**src/rtl/ray_dir_gen_pkg.sv**
```systemverilog
// rtl/ray_dir_gen_pkg.sv - shared constants, angle ROM field slices and FSM encoding for ray setup
package ray_dir_gen_pkg;

    localparam int Q_W      = 16;   // signed Q8.8 word
    localparam int ADDR_W   = 7;    // angle ROM address width
    localparam int ANGLE_W  = 80;   // one ROM word: five Q8.8 fields

    localparam int SCREEN_W = 320;  // columns per frame
    localparam int COL_W    = 9;    // ceil(log2(SCREEN_W))
    localparam int CAM_STEP = 410;  // camX increment per column, Q0.16 = round(2^17/SCREEN_W)
    localparam int N_ANGLES = 126;  // populated ROM entries

    // ROM word layout {dirX, dirY, planeX, planeY, invDet}
    localparam int DIRX_HI   = 79;
    localparam int DIRX_LO   = 64;
    localparam int DIRY_HI   = 63;
    localparam int DIRY_LO   = 48;
    localparam int PLANEX_HI = 47;
    localparam int PLANEX_LO = 32;
    localparam int PLANEY_HI = 31;
    localparam int PLANEY_LO = 16;
    localparam int INVDET_HI = 15;
    localparam int INVDET_LO = 0;

    typedef enum logic [2:0] {
        ST_IDLE  = 3'd0,
        ST_ADDR  = 3'd1,
        ST_LATCH = 3'd2,
        ST_SETUP = 3'd3,
        ST_RUN   = 3'd4
    } state_t;

    // Headings past the populated table fall back to entry 0.
    function automatic logic [ADDR_W-1:0] clamp_heading(input logic [ADDR_W-1:0] h);
        return (h < ADDR_W'(N_ANGLES)) ? h : '0;
    endfunction

endpackage

```
**src/rtl/ray_dir_gen_if.sv**
```systemverilog
// rtl/ray_dir_gen_if.sv - ray direction stream (valid/ready) between setup stage and DDA raycaster
// Signals: valid (ray present), ready (consumer accepts), col (column index),
//          dir_x / dir_y (signed Q8.8 ray direction).
interface ray_dir_gen_if;
    import ray_dir_gen_pkg::*;

    logic             valid;
    logic             ready;
    logic [COL_W-1:0] col;
    logic [Q_W-1:0]   dir_x;
    logic [Q_W-1:0]   dir_y;

    modport master (output valid, col, dir_x, dir_y, input ready);
    modport slave  (input valid, col, dir_x, dir_y, output ready);

endinterface

```
**src/rtl/ray_dir_gen_acc.sv**
```systemverilog
// rtl/ray_dir_gen_acc.sv - one axis of ray direction: frame base/plane latch, per-column step accumulator
// Ports: clk_i, rst_i (sync active-high); latch_i captures base_i/plane_i;
//        load_i computes step and seeds acc = base-plane (camX = -1); adv_i adds one step;
//        dir_o = integer+fraction part of the accumulator (Q8.8, floor).
module ray_dir_gen_acc
    import ray_dir_gen_pkg::*;
(
    input  logic           clk_i,
    input  logic           rst_i,
    input  logic           latch_i,
    input  logic           load_i,
    input  logic           adv_i,
    input  logic [Q_W-1:0] base_i,
    input  logic [Q_W-1:0] plane_i,
    output logic [Q_W-1:0] dir_o
);

    logic [Q_W-1:0]     base_q;
    logic [Q_W-1:0]     plane_q;
    logic signed [31:0] step_q;
    logic signed [31:0] acc_q;

    logic signed [31:0] base_ext;
    logic signed [31:0] plane_ext;
    logic signed [31:0] step_d;
    logic signed [31:0] seed_d;

    // Q8.8 * Q0.16 lands in Q8.24; the accumulator keeps 32 bits so its top half is Q8.8.
    always_comb begin
        base_ext  = {{16{base_q[Q_W-1]}}, base_q};
        plane_ext = {{16{plane_q[Q_W-1]}}, plane_q};
        step_d    = plane_ext * CAM_STEP;
        seed_d    = (base_ext - plane_ext) <<< 16;
    end

    always_ff @(posedge clk_i) begin
        if (rst_i) begin
            base_q  <= '0;
            plane_q <= '0;
            step_q  <= '0;
            acc_q   <= '0;
        end else begin
            if (latch_i) begin
                base_q  <= base_i;
                plane_q <= plane_i;
            end
            if (load_i) begin
                step_q <= step_d;
                acc_q  <= seed_d;
            end else if (adv_i) begin
                acc_q <= acc_q + step_q;
            end
        end
    end

    // Taking the upper half of a two's-complement value is an arithmetic floor.
    assign dir_o = acc_q[31:16];

endmodule

```
**src/rtl/ray_dir_gen.sv**
```systemverilog
// rtl/ray_dir_gen.sv - per-frame ray setup: angle ROM fetch, camera latch, one ray per screen column
// Ports: clk_i, rst_i (sync active-high); frame_start_i/heading_i start a frame from IDLE;
//        rom_addr_o -> angle ROM (1-cycle registered), rom_angle_i <- ROM word;
//        inv_det_o frame-latched invDet; frame_busy_o ADDR..last accept; frame_done_o 1-cycle pulse;
//        ray (master) streams col/dir_x/dir_y with valid/ready.
module ray_dir_gen
    import ray_dir_gen_pkg::*;
(
    input  logic              clk_i,
    input  logic              rst_i,
    input  logic              frame_start_i,
    input  logic [ADDR_W-1:0] heading_i,
    output logic [ADDR_W-1:0] rom_addr_o,
    input  logic [ANGLE_W-1:0] rom_angle_i,
    output logic [Q_W-1:0]    inv_det_o,
    output logic              frame_busy_o,
    output logic              frame_done_o,
    ray_dir_gen_if.master     ray
);

    localparam logic [COL_W-1:0] LAST_COL = COL_W'(SCREEN_W - 1);

    state_t            state_q, state_d;
    logic [ADDR_W-1:0] rom_addr_q;
    logic [COL_W-1:0]  col_q;
    logic [Q_W-1:0]    inv_det_q;
    logic              valid_q;
    logic              busy_q;
    logic              done_q;

    logic start, latch, load, adv, finish;

    always_ff @(posedge clk_i) begin
        if (rst_i) state_q <= ST_IDLE;
        else       state_q <= state_d;
    end

    always_comb begin
        state_d = state_q;
        case (state_q)
            ST_IDLE:  if (frame_start_i) state_d = ST_ADDR;
            ST_ADDR:  state_d = ST_LATCH;
            ST_LATCH: state_d = ST_SETUP;
            ST_SETUP: state_d = ST_RUN;
            ST_RUN:   if (ray.ready && col_q == LAST_COL) state_d = ST_IDLE;
            default:  state_d = ST_IDLE;
        endcase
    end

    // valid is always high in RUN, so acceptance reduces to ready.
    always_comb begin
        start  = 1'b0;
        latch  = 1'b0;
        load   = 1'b0;
        adv    = 1'b0;
        finish = 1'b0;
        case (state_q)
            ST_IDLE:  start = frame_start_i;
            ST_LATCH: latch = 1'b1;
            ST_SETUP: load  = 1'b1;
            ST_RUN: begin
                adv    = ray.ready && (col_q != LAST_COL);
                finish = ray.ready && (col_q == LAST_COL);
            end
            default: ;
        endcase
    end

    always_ff @(posedge clk_i) begin
        if (rst_i) begin
            rom_addr_q <= '0;
            col_q      <= '0;
            inv_det_q  <= '0;
            valid_q    <= 1'b0;
            busy_q     <= 1'b0;
            done_q     <= 1'b0;
        end else begin
            done_q <= finish;
            if (start) begin
                rom_addr_q <= clamp_heading(heading_i);
                busy_q     <= 1'b1;
            end
            if (latch) inv_det_q <= rom_angle_i[INVDET_HI:INVDET_LO];
            if (load) begin
                col_q   <= '0;
                valid_q <= 1'b1;
            end
            if (adv) col_q <= col_q + 1'b1;
            if (finish) begin
                valid_q <= 1'b0;
                busy_q  <= 1'b0;
            end
        end
    end

    ray_dir_gen_acc u_acc_x (
        .clk_i   (clk_i),
        .rst_i   (rst_i),
        .latch_i (latch),
        .load_i  (load),
        .adv_i   (adv),
        .base_i  (rom_angle_i[DIRX_HI:DIRX_LO]),
        .plane_i (rom_angle_i[PLANEX_HI:PLANEX_LO]),
        .dir_o   (ray.dir_x)
    );

    ray_dir_gen_acc u_acc_y (
        .clk_i   (clk_i),
        .rst_i   (rst_i),
        .latch_i (latch),
        .load_i  (load),
        .adv_i   (adv),
        .base_i  (rom_angle_i[DIRY_HI:DIRY_LO]),
        .plane_i (rom_angle_i[PLANEY_HI:PLANEY_LO]),
        .dir_o   (ray.dir_y)
    );

    assign rom_addr_o   = rom_addr_q;
    assign inv_det_o    = inv_det_q;
    assign frame_busy_o = busy_q;
    assign frame_done_o = done_q;
    assign ray.valid    = valid_q;
    assign ray.col      = col_q;

endmodule

```
**src/flat_wrapper.sv**
```systemverilog
// flat-port wrapper written by rule: the top's interface ports become plain ports
module ray_dir_gen_flat import ray_dir_gen_pkg::*;
  (clk_i, rst_i, frame_start_i, heading_i, rom_addr_o, rom_angle_i, inv_det_o, frame_busy_o, frame_done_o, ray_valid, ray_col, ray_dir_x, ray_dir_y, ray_ready);
  ray_dir_gen_if ray_i ();
  input  logic clk_i;
  input  logic rst_i;
  input  logic frame_start_i;
  input  logic [ADDR_W-1:0] heading_i;
  output logic [ADDR_W-1:0] rom_addr_o;
  input  logic [ANGLE_W-1:0] rom_angle_i;
  output logic [Q_W-1:0] inv_det_o;
  output logic frame_busy_o;
  output logic frame_done_o;
  output wire logic [$bits(ray_i.valid)-1:0] ray_valid;
  output wire logic [$bits(ray_i.col)-1:0] ray_col;
  output wire logic [$bits(ray_i.dir_x)-1:0] ray_dir_x;
  output wire logic [$bits(ray_i.dir_y)-1:0] ray_dir_y;
  input wire logic [$bits(ray_i.ready)-1:0] ray_ready;
  assign ray_valid = ray_i.valid;
  assign ray_col = ray_i.col;
  assign ray_dir_x = ray_i.dir_x;
  assign ray_dir_y = ray_i.dir_y;
  assign ray_i.ready = ray_ready;
  ray_dir_gen u_core (.clk_i(clk_i), .rst_i(rst_i), .frame_start_i(frame_start_i), .heading_i(heading_i), .rom_addr_o(rom_addr_o), .rom_angle_i(rom_angle_i), .inv_det_o(inv_det_o), .frame_busy_o(frame_busy_o), .frame_done_o(frame_done_o), .ray(ray_i));
endmodule
```
**config.mk**
```make
export PLATFORM = sky130hd
export DESIGN_NAME = ray_dir_gen_flat
export DESIGN_NICKNAME = d
export VERILOG_FILES = /design/src/rtl/ray_dir_gen_pkg.sv /design/src/rtl/ray_dir_gen_if.sv /design/src/rtl/ray_dir_gen_acc.sv /design/src/rtl/ray_dir_gen.sv /design/src/flat_wrapper.sv
export SDC_FILE = /design/constraint.sdc
export NUM_CORES = 1
export LEC_CHECK = 0
export CORE_UTILIZATION = 64
export CTS_CLUSTER_DIAMETER = 40
export DETAILED_ROUTE_END_ITERATION = 7
export PLACE_DENSITY = 0.94
export SETUP_SLACK_MARGIN = 0.05
export SLEW_MARGIN = 30
export SYNTH_ARGS = -nofsm -noshare
export SYNTH_HDL_FRONTEND = slang
export SYNTH_SLANG_ARGS = --single-unit
```
**constraint.sdc**
```tcl
create_clock -name clk_i -period 7.05 [get_ports clk_i]
set_input_delay 1.41 -clock clk_i [delete_from_list [all_inputs] [get_ports clk_i]]
set_output_delay 1.41 -clock clk_i [all_outputs]
set_load 0.01 [all_outputs]
```
# [After elaboration in Yosys (flattened, before gate mapping)]
# Cells that the tools add are included.
[word_totals] out_inout_bits=67 memories=0 ramBits=0 latchBits=0 elab_cells=55 input_bits=91 mem_bits_ro=0 regBits=228
[classes] shifts=0 n_mux=15 div=0 n_reduce_logical=7 order_cmp=1 n_eq_ne=8 multipliers=2 bitwise_logic=0 n_addsub=5
[op_table] cell="32-bit two-way mux" count=4
[op_table] cell="32-bit adder" count=2
[op_table] cell="16-bit by 9-bit multiplier with 25-bit output (second input constant)" count=2
[op_table] cell="16-bit subtractor" count=2
[op_table] cell="9-bit two-way mux" count=2
[op_table] cell="3-bit case mux with 5 select lines" count=1
[op_table] cell="9-bit by 1-bit adder with 9-bit output (second input constant)" count=1
[op_table] cell="9-bit == test (second input constant)" count=1
[op_table] cell="9-bit != test (second input constant)" count=1
[op_table] cell="7-bit less-than comparator (second input constant)" count=1
[op_table] cell="7-bit two-way mux" count=1
[op_table] cell="3-bit by 2-bit == test with 1-bit output (second input constant)" count=2
[op_table] cell="3-bit two-way mux" count=2
[op_table] cell="1-bit two-way mux" count=5
[op_table] cell="2-bit OR reduction" count=2
[op_table] cell="3-bit by 1-bit == test with 1-bit output (second input constant)" count=1
[op_table] cell="3-bit == test (second input constant)" count=1
[op_table] cell="3-bit logical NOT" count=1
[op_table] cell="1-bit logical AND" count=2
[op_table] cell="2-bit by 1-bit != test with 1-bit output (second input constant)" count=1
[op_table] cell="2-bit != test (second input constant)" count=1
[op_table] cell="2-bit AND reduction" count=1
[op_table] cell="2-bit nonzero test" count=1

# [Depth between registers and ports, before layout]
# Gate-level depths: netlist of run 1.
[logic_depth] depth_word=5 mapped_depth=18 mapped_depth_nobuf=18

# [Cells and area by module]
# From an unflattened synthesis of run 1, not the netlist that was laid out.
[hier_totals] cells_unflattened=2096 hier_area_um2=18177.4
[by_module_without_submodules] mod="ray_dir_gen_acc at u_core.u_acc_x" area_per_inst_um2=8346.8 seq_area_each_um2=1761.7 instances=1 cells_per_inst=957
[by_module_without_submodules] mod="ray_dir_gen_acc at u_core.u_acc_y" area_per_inst_um2=8271.7 seq_area_each_um2=1761.7 instances=1 cells_per_inst=953
[by_module_without_submodules] mod="ray_dir_gen" area_per_inst_um2=1559.0 seq_area_each_um2=760.7 instances=1 cells_per_inst=186

# [Worst setup path after synthesis of run 1]
# OpenSTA, ideal clock, no wires.
[synth_timing] path_kind="reg-to-reg" from="reg u_core.u_acc_x.plane_q[1]" to="reg u_core.u_acc_x.step_q[23]" t_arrival_ns=4.423 slack_ns=2.556 n_path_buf=0 path_stages_with_launch=19 t_required_ns=6.980 setup_ns=0.070 synth_period_minus_slack_ns=4.494 path_cell_list="dfxtp_1 -> ha_1 -> inv_1 -> fa_1 -> inv_1 -> fa_1 -> inv_1 -> fa_1 -> inv_1 -> ha_1 -> o21a_1 -> a2111oi_2 -> o21ai_0 -> nand3_1 -> a311oi_1 -> a2111oi_0 -> xnor2_1 -> nand2_1 -> a21oi_1"
[synth_between] elab_chain_cells=1
[synth_lines] item="from (decl)" line_no="ray_dir_gen_acc.sv:19" rtl="logic [Q_W-1:0] plane_q;"
[synth_lines] item="from (signal assigned)" line_no="ray_dir_gen_acc.sv:45" rtl="plane_q <= plane_i;"
[synth_lines] item="16-bit by 9-bit multiplier with 25-bit output" line_no="ray_dir_gen_acc.sv:32" rtl="step_d = plane_ext * CAM_STEP;"
[synth_lines] item="to (signal assigned)" line_no="ray_dir_gen_acc.sv:48" rtl="step_q <= step_d;"
[synth_lines] item="to (decl)" line_no="ray_dir_gen_acc.sv:20" rtl="logic signed [31:0] step_q;"
# No other way between the ends.
# A chain may end at the register's enable or synchronous reset.

# [Worst setup path in the final report of run 1]
[layout_timing] from="reg u_core.u_acc_x.plane_q[1]" to="reg u_core.u_acc_x.step_q[24]"
# The elaborated chain is that of the path after synthesis.

==> impl_metrics.tcl, run 1 <==
set metrics [dict create \
    outcome "finished, final reports clean" \
    drt_iter0_markers 1495 \
    syn2layout_area_growth_pct 16.2 \
    initial_core_util_pct 65.7 \
    timing.fmax_mhz 186 \
    avgSynthCellArea_sq_um 8.13 \
    timing.rr.end "u_core.u_acc_x.step_q[24]$_SDFFE_PP0P_" \
    hp-start "u_core.rom_addr_o[1]$_SDFFE_PP0P_" \
    final_common_cell "nand2_1" \
    slew_headroom_pct 31.4 \
    yosysUniqueCellTypes 81 \
    cp_max_fo 8 \
    final_hold_viol_count 0 \
    cts-root-buf "clkbuf_16" \
    die-area_sq_mm 0.0285 \
    period_minus_slack_ns 5.37 \
    clk_latency_ns 0.54 \
    synth_edf_count 0 \
    grt_overflow 0 \
    async_reset_ff_share_pct 0 \
    diodes 0 \
    grt_pass1_vias 16532 \
    hold_end "u_core.rom_addr_o[1]$_SDFFE_PP0P_" \
    synth_seq_cells 214 \
    max_stage_delay_ns 0.90 \
    cts_hold_buf 0 \
    final.setup.tns_ns 0 \
    crit_chain "ha_1 -> inv_1 -> fa_1 -> inv_1 -> fa_1 -> inv_1 -> fa_1 -> inv_1 -> ha_1 -> a211oi_1 -> o211a_1 -> o31ai_1 -> a2111oi_0 -> o31ai_1 -> xnor2_1 -> o21ai_0 -> and2_1" \
    nets 2700 \
    max_slew.worst_pin.slew_ns 1.00 \
    numCtsBuffers 39 \
    final_area_sq_mm 0.0207 \
    dieHeight_microns 169 \
    top_layer "met4" \
    syn-num-nets 2609 \
    cp-end-kind "register" \
    required_ns 7.47 \
    p_leak_nw 9.39 \
    dr_wl_met3_microns 3440 \
    synth-main-ff-cell "dfxtp_1" \
    critical_path.top_delay_family "adder cells" \
    setup_ws_ns 1.68 \
    dp_hpwl_microns 33600 \
    ios 158 \
    slowest_stage "a2111oi_0" \
    hold_depth 2 \
    path_common_cell "inv_1" \
    drt_first_pass_iters 7 \
    syn_area_sq_mm 0.0178 \
    worstRegToRegCells 17 \
    cts_sinks 214 \
    yosys_warnings 0 \
    grt_pass1_wl_microns 78900 \
    syn_inst 2191 \
    clk_path_buf_depth 3 \
    r2r_start "u_core.u_acc_x.plane_q[1]$_SDFFE_PP0N_" \
    io_buffers 157 \
    drcViolationCount 0 \
    cts_setup_buffers 0 \
    routed_wl_microns 47900 \
    start_kind "register" \
    ir_worst_vdd_mv 0.187 \
    cts_tree "yes" \
    crit_buf_inv 4 \
    rrSetupSlack_ns 1.68 \
    antenna_found_initial 0 \
    skew_ns 0.0329 \
    powerDensity_mw_per_mm2 214 \
    gr-usage-all-layers_pct 33.7 \
    yosysSeqAreaShare_pct 24.0 \
    placed_cell_area_sq_mm 0.0194 \
    core_area_sq_mm 0.0271 \
    num_rows 60 \
    cts_htree_levels 2 \
    post_cts_resized 0 \
    fillCellCount 1769 \
    slew_viol_final 0 \
    met1_length_microns 19100 \
    hold_class "register to register" \
    post-place-cells 2613 \
    gp_congestion 0.943 \
    timing.hold.ws_ns 0.452 \
    layoutNonFillerInstCount 2683 \
    wire_per_inst_microns 17.9 \
    post_drt_via_cell_ratio 6.13 \
    rsz0062_at_grt "false" \
    vias 16457 \
    dr_wl_met2_microns 22700 \
    crit_type "register to register" \
    setup_violations 0 \
    grt_max_degree 100 \
    drive_above_1_share_pct 4.67 \
    period_share_pct 76.2 \
    die_x_microns 169 \
    worstPathArrival_ns 5.79 \
    final_cell_mix "340 x nand2_1, 271 x a21oi_1, 245 x ha_1" \
    pre_cts_slack_ns 2.02 \
    clk_pin_slew_ns 0.05 \
    antenna_left 0 \
    maxCapViolCount 0 \
]
## metrics by stage
step                      power (mW)  util [%]
after floorplan                 2.18         -
after global placement          2.45      71.5
after detailed placement        2.51      71.6
after CTS                       4.42      76.4
after global routing            4.62      76.4
final                           4.43      76.4
## cell type report
type / count / area [sq um] / area share [%]
Clock buffer: 50 / 1090 / 5.26
Inverter: 186 / 698 / 3.37
Tap cell: 372 / 465 / 2.25
Multi-Input combinational cell: 1675 / 12300 / 59.4
Sequential cell: 214 / 4280 / 20.7
Clock inverter: 20 / 228 / 1.10
Timing Repair Buffer: 166 / 1640 / 7.92
## worst min-delay path: cells and delay by family (launching register included)
kind / cells / cell delay, ns
flops: 1 / 0.30
simple gates: 1 / 0.05
compound gates: 1 / 0.05
## cells by family after synthesis
family,synth area share [%]
AO/OA/AOI/OAI,19.7
XOR/XNOR,5.06
adder cells (fa/ha/maj),26.4
buffers and inverters,7.05
flip-flops,24.0
multiplexers,1.07
AND/OR/NAND/NOR,16.7
## power breakdown
| group | internal, mW | switching (mW) |
|---|---|---|
| Combinational | 0.513 | 0.698 |
| Sequential | 1.26 | 0.0686 |
| Clock | 1.21 | 0.674 |
| Total | 2.99 | 1.44 |
## per-layer routing
metal,vias up,track usage (%)
met5,-,0
li1,7765,-
met3,199,5.96
met1,7739,40.0
met2,754,57.8
met4,0,18.4
## Yosys cell counts, types with 10 or more instances
cell        n  area [sq um]
nand2_1   342          1280
o211ai_1   12          90.1
xor2_1     26           228
and3_1     18           113
or3_1      11          68.8
a21oi_1   271          1360
nor2b_1    17           106
clkbuf_1   76           285
o21ai_0    68           340
a21o_1     45           338
nand3b_1   10          75.1
o21a_1     23           173
dfxtp_1   214          4280
buf_4      32           240
inv_1     186           698
nand2b_1   21           131
o21bai_1   11          82.6
a211oi_1   20           150
a31oi_1    18           113
fa_1       82          1640
nor2_1    116           435
nor3_1     30           150
o31ai_1    15           113
xnor2_1    77           674
nand4_1    14          87.6
nand3_1    41           205
ha_1      245          3070
## worst max-delay path by stage
stage	from	end	slack, ns	cells past startpoint
3_5_place_dp	u_core.u_acc_x.plane_q[1]$_SDFFE_PP0N_	u_core.u_acc_x.step_q[24]$_SDFFE_PP0P_	2.02	17
5_1_grt	u_core.u_acc_x.plane_q[1]$_SDFFE_PP0N_	u_core.u_acc_x.step_q[24]$_SDFFE_PP0P_	1.44	17
2_1_floorplan	u_core.u_acc_x.plane_q[1]$_SDFFE_PP0N_	u_core.u_acc_x.step_q[23]$_SDFFE_PP0P_	2.56	18
3_3_place_gp	u_core.u_acc_x.plane_q[1]$_SDFFE_PP0N_	u_core.u_acc_x.step_q[23]$_SDFFE_PP0P_	2.22	18
4_1_cts	u_core.u_acc_x.plane_q[1]$_SDFFE_PP0N_	u_core.u_acc_x.step_q[23]$_SDFFE_PP0P_	1.75	18
6_report	u_core.u_acc_x.plane_q[1]$_SDFFE_PP0N_	u_core.u_acc_x.step_q[24]$_SDFFE_PP0P_	1.68	17
## registers in the layout, indices dropped and copies added, names as in the netlist
signal and cells:
u_core.u_acc_x.acc_q 31, u_core.u_acc_y.acc_q 31, u_core.u_acc_x.step_q 25, u_core.u_acc_y.step_q 25, u_core.inv_det_o 16, u_core.u_acc_x.base_q 16
u_core.u_acc_x.plane_q 16, u_core.u_acc_y.base_q 16, u_core.u_acc_y.plane_q 16, u_core.ray.col 9, u_core.rom_addr_o 7, u_core.state_q 3
u_core.frame_busy_o 1, u_core.frame_done_o 1, u_core.ray.valid 1
No activity file was read; power rests on OpenSTA's default activity.
==> run 2: changes to the inputs <==
--- a/config.mk
+++ b/config.mk
@@ -5,10 +5,10 @@
 export SDC_FILE = /design/constraint.sdc
 export NUM_CORES = 1
 export LEC_CHECK = 0
-export CORE_UTILIZATION = 64
+export CORE_UTILIZATION = 60
 export CTS_CLUSTER_DIAMETER = 40
 export DETAILED_ROUTE_END_ITERATION = 7
-export PLACE_DENSITY = 0.94
+export PLACE_DENSITY = 0.9
 export SETUP_SLACK_MARGIN = 0.05
 export SLEW_MARGIN = 30
 export SYNTH_ARGS = -nofsm -noshare
==> constraint.sdc (replaced) <==
create_clock -name clk_i -period 5.4 [get_ports clk_i]
set_input_delay 1.08 -clock clk_i [delete_from_list [all_inputs] [get_ports clk_i]]
set_output_delay 1.08 -clock clk_i [all_outputs]
set_load 0.01 [all_outputs]
==> run 2 against run 1 <==
- routed wire length fell by 2.8%
- setup slack lost 1.4 ns
- critical endpoint is now u_core.u_acc_x.step_q[23]$_SDFFE_PP0P_
- combinational power grew 29%
- register-to-register slack lost 1.4 ns
- fmax increased by 4.4%
- total power rose by 31%
- highest routed layer unchanged
- count of clock-buffer cells in the layout is 7 lower
- non-clock buffer count rose by 4
- clock power up 32%
- sequential power increased by 30%
==> impl_metrics.tcl, run 2 (synthesis results as in run 1) <==
set metrics [dict create \
    routed_wl_microns 46600 \
    period_share_pct 95.2 \
    max_slew.worst_pin.slew_ns 0.971 \
    powerDensity_mw_per_mm2 279 \
    clk_path_buf_depth 3 \
    worstPathArrival_ns 5.60 \
    gr-usage-all-layers_pct 30.6 \
    path_common_cell "inv_1" \
    final.setup.tns_ns 0 \
    rsz0062_at_grt "true" \
    cts_tree "yes" \
    num_rows 62 \
    p_leak_nw 9.39 \
    grt_max_degree 81 \
    cts-root-buf "clkbuf_16" \
    dp_hpwl_microns 33400 \
    numCtsBuffers 36 \
    drt_first_pass_iters 6 \
    final_cell_mix "340 x nand2_1, 271 x a21oi_1, 245 x ha_1" \
    drive_above_1_share_pct 4.72 \
    fillCellCount 2077 \
    setup_violations 0 \
    timing.fmax_mhz 194 \
    core_area_sq_mm 0.0289 \
    crit_chain "ha_1 -> inv_1 -> fa_1 -> inv_1 -> fa_1 -> inv_1 -> fa_1 -> inv_1 -> ha_1 -> o21a_1 -> a2111oi_2 -> o21ai_0 -> nand3_1 -> a311oi_1 -> a2111oi_1 -> xnor2_1 -> nand2_1 -> a21oi_1" \
    die-area_sq_mm 0.0304 \
    clk_latency_ns 0.53 \
    cts_setup_buffers 0 \
    skew_ns 0.0358 \
    final_hold_viol_count 0 \
    wire_per_inst_microns 17.3 \
    slew_headroom_pct 35.1 \
    io_buffers 157 \
    syn2layout_area_growth_pct 16.4 \
    dieHeight_microns 174 \
    die_x_microns 174 \
    fin_total_pwr_mw 5.78 \
    antenna_found_initial 0 \
    cts_htree_levels 2 \
    cp-end-kind "register" \
    cts_hold_buf 0 \
    ir_worst_vdd_mv 0.279 \
    grt_overflow 0 \
    cp_max_fo 8 \
    maxCapViolCount 0 \
    crit_type "register to register" \
    period_minus_slack_ns 5.14 \
    outcome "finished, final reports clean" \
    start_kind "register" \
    antenna_left 0 \
    clk_pin_slew_ns 0.05 \
    max_stage_delay_ns 0.54 \
    final_common_cell "nand2_1" \
    initial_core_util_pct 61.6 \
    grt_pass1_wl_microns 77100 \
    grt_pass1_vias 16429 \
    post_drt_via_cell_ratio 6.06 \
    slowest_stage "a2111oi_1" \
    diodes 0 \
    ios 158 \
    gp_congestion 0.925 \
    required_ns 5.86 \
    drt_iter0_markers 1201 \
    vias 16319 \
    nets 2701 \
    slew_viol_final 0 \
    cts_sinks 214 \
    largestRegisters "u_core.u_acc_x.acc_q: 31 flops, u_core.u_acc_y.acc_q: 31 flops" \
    hold_class "register to register" \
    drcViolationCount 0 \
]
run 2: timing repair:
item                                    in CTS  in global routing
gates resized for setup                      0                  4
endpoints found under the hold margin        0                  0
endpoints found under the setup margin       0                  3
run 2: worst paths after layout:
| path | startpoint | to | slack, ns | cells after the start |
|---|---|---|---|---|
| worst max-delay path | u_core.u_acc_x.plane_q[1]$_SDFFE_PP0N_ | u_core.u_acc_x.step_q[23]$_SDFFE_PP0P_ | 0.26 | 18 |
| worst min-delay path | u_core.u_acc_y.acc_q[11]$_SDFFE_PP0P_ | u_core.u_acc_y.acc_q[11]$_SDFFE_PP0P_ | 0.45 | 2 |
| worst max register to register | u_core.u_acc_x.plane_q[1]$_SDFFE_PP0N_ | u_core.u_acc_x.step_q[23]$_SDFFE_PP0P_ | 0.26 | 18 |
| worst min register to register | u_core.u_acc_y.acc_q[11]$_SDFFE_PP0P_ | u_core.u_acc_y.acc_q[11]$_SDFFE_PP0P_ | 0.45 | 2 |
run 2: layout make-up:
class,count,area (sq um),share of cell area [%]
Timing Repair Buffer,170,1670,8.05
Inverter,186,698,3.37
Multi-Input combinational cell,1675,12300,59.4
Clock buffer,43,958,4.62
Sequential cell,214,4280,20.7
Tap cell,384,480,2.32
Clock inverter,23,337,1.62
run 2: power by group:
group	internal [mW]	leakage, nW	switching (mW)
sequential	1.65	1.73	0.0833
clock	1.63	0.635	0.859
combinational	0.667	7.03	0.897
run 2: routing by layer:
metal,up-vias,track usage [%],wire (microns)
met3,130,5.47,3060
met4,0,15.0,1970
met1,7800,36.5,19200
met5,-,0,0
met2,625,52.8,22300
li1,7764,-,-
run 2: metrics by stage:
stage          area [sq um]  setup WS (ns)  std cells  hold slack, ns  util, %
2_1_floorplan         17800          0.906       2191           0.436        -
3_3_place_gp          19400          0.579       2629           0.439     67.1
3_5_place_dp          19400          0.346       2629           0.447     67.2
4_1_cts               20700          0.230       2695           0.453     71.7
5_1_grt               20700         0.0348       2695           0.472     71.7
6_report              20700          0.258       2695           0.453     71.7
run 2: worst max-delay path: cells and delay by family (launching register included):
kind | cells | cell delay (ns)
adder cells (fa/ha/maj) | 5 | 2.26
buffers and inverters | 4 | 0.20
XOR/XNOR | 1 | 0.21
AO/OA/AOI/OAI | 6 | 1.66
AND/OR/NAND/NOR | 2 | 0.31
flip-flops | 1 | 0.42
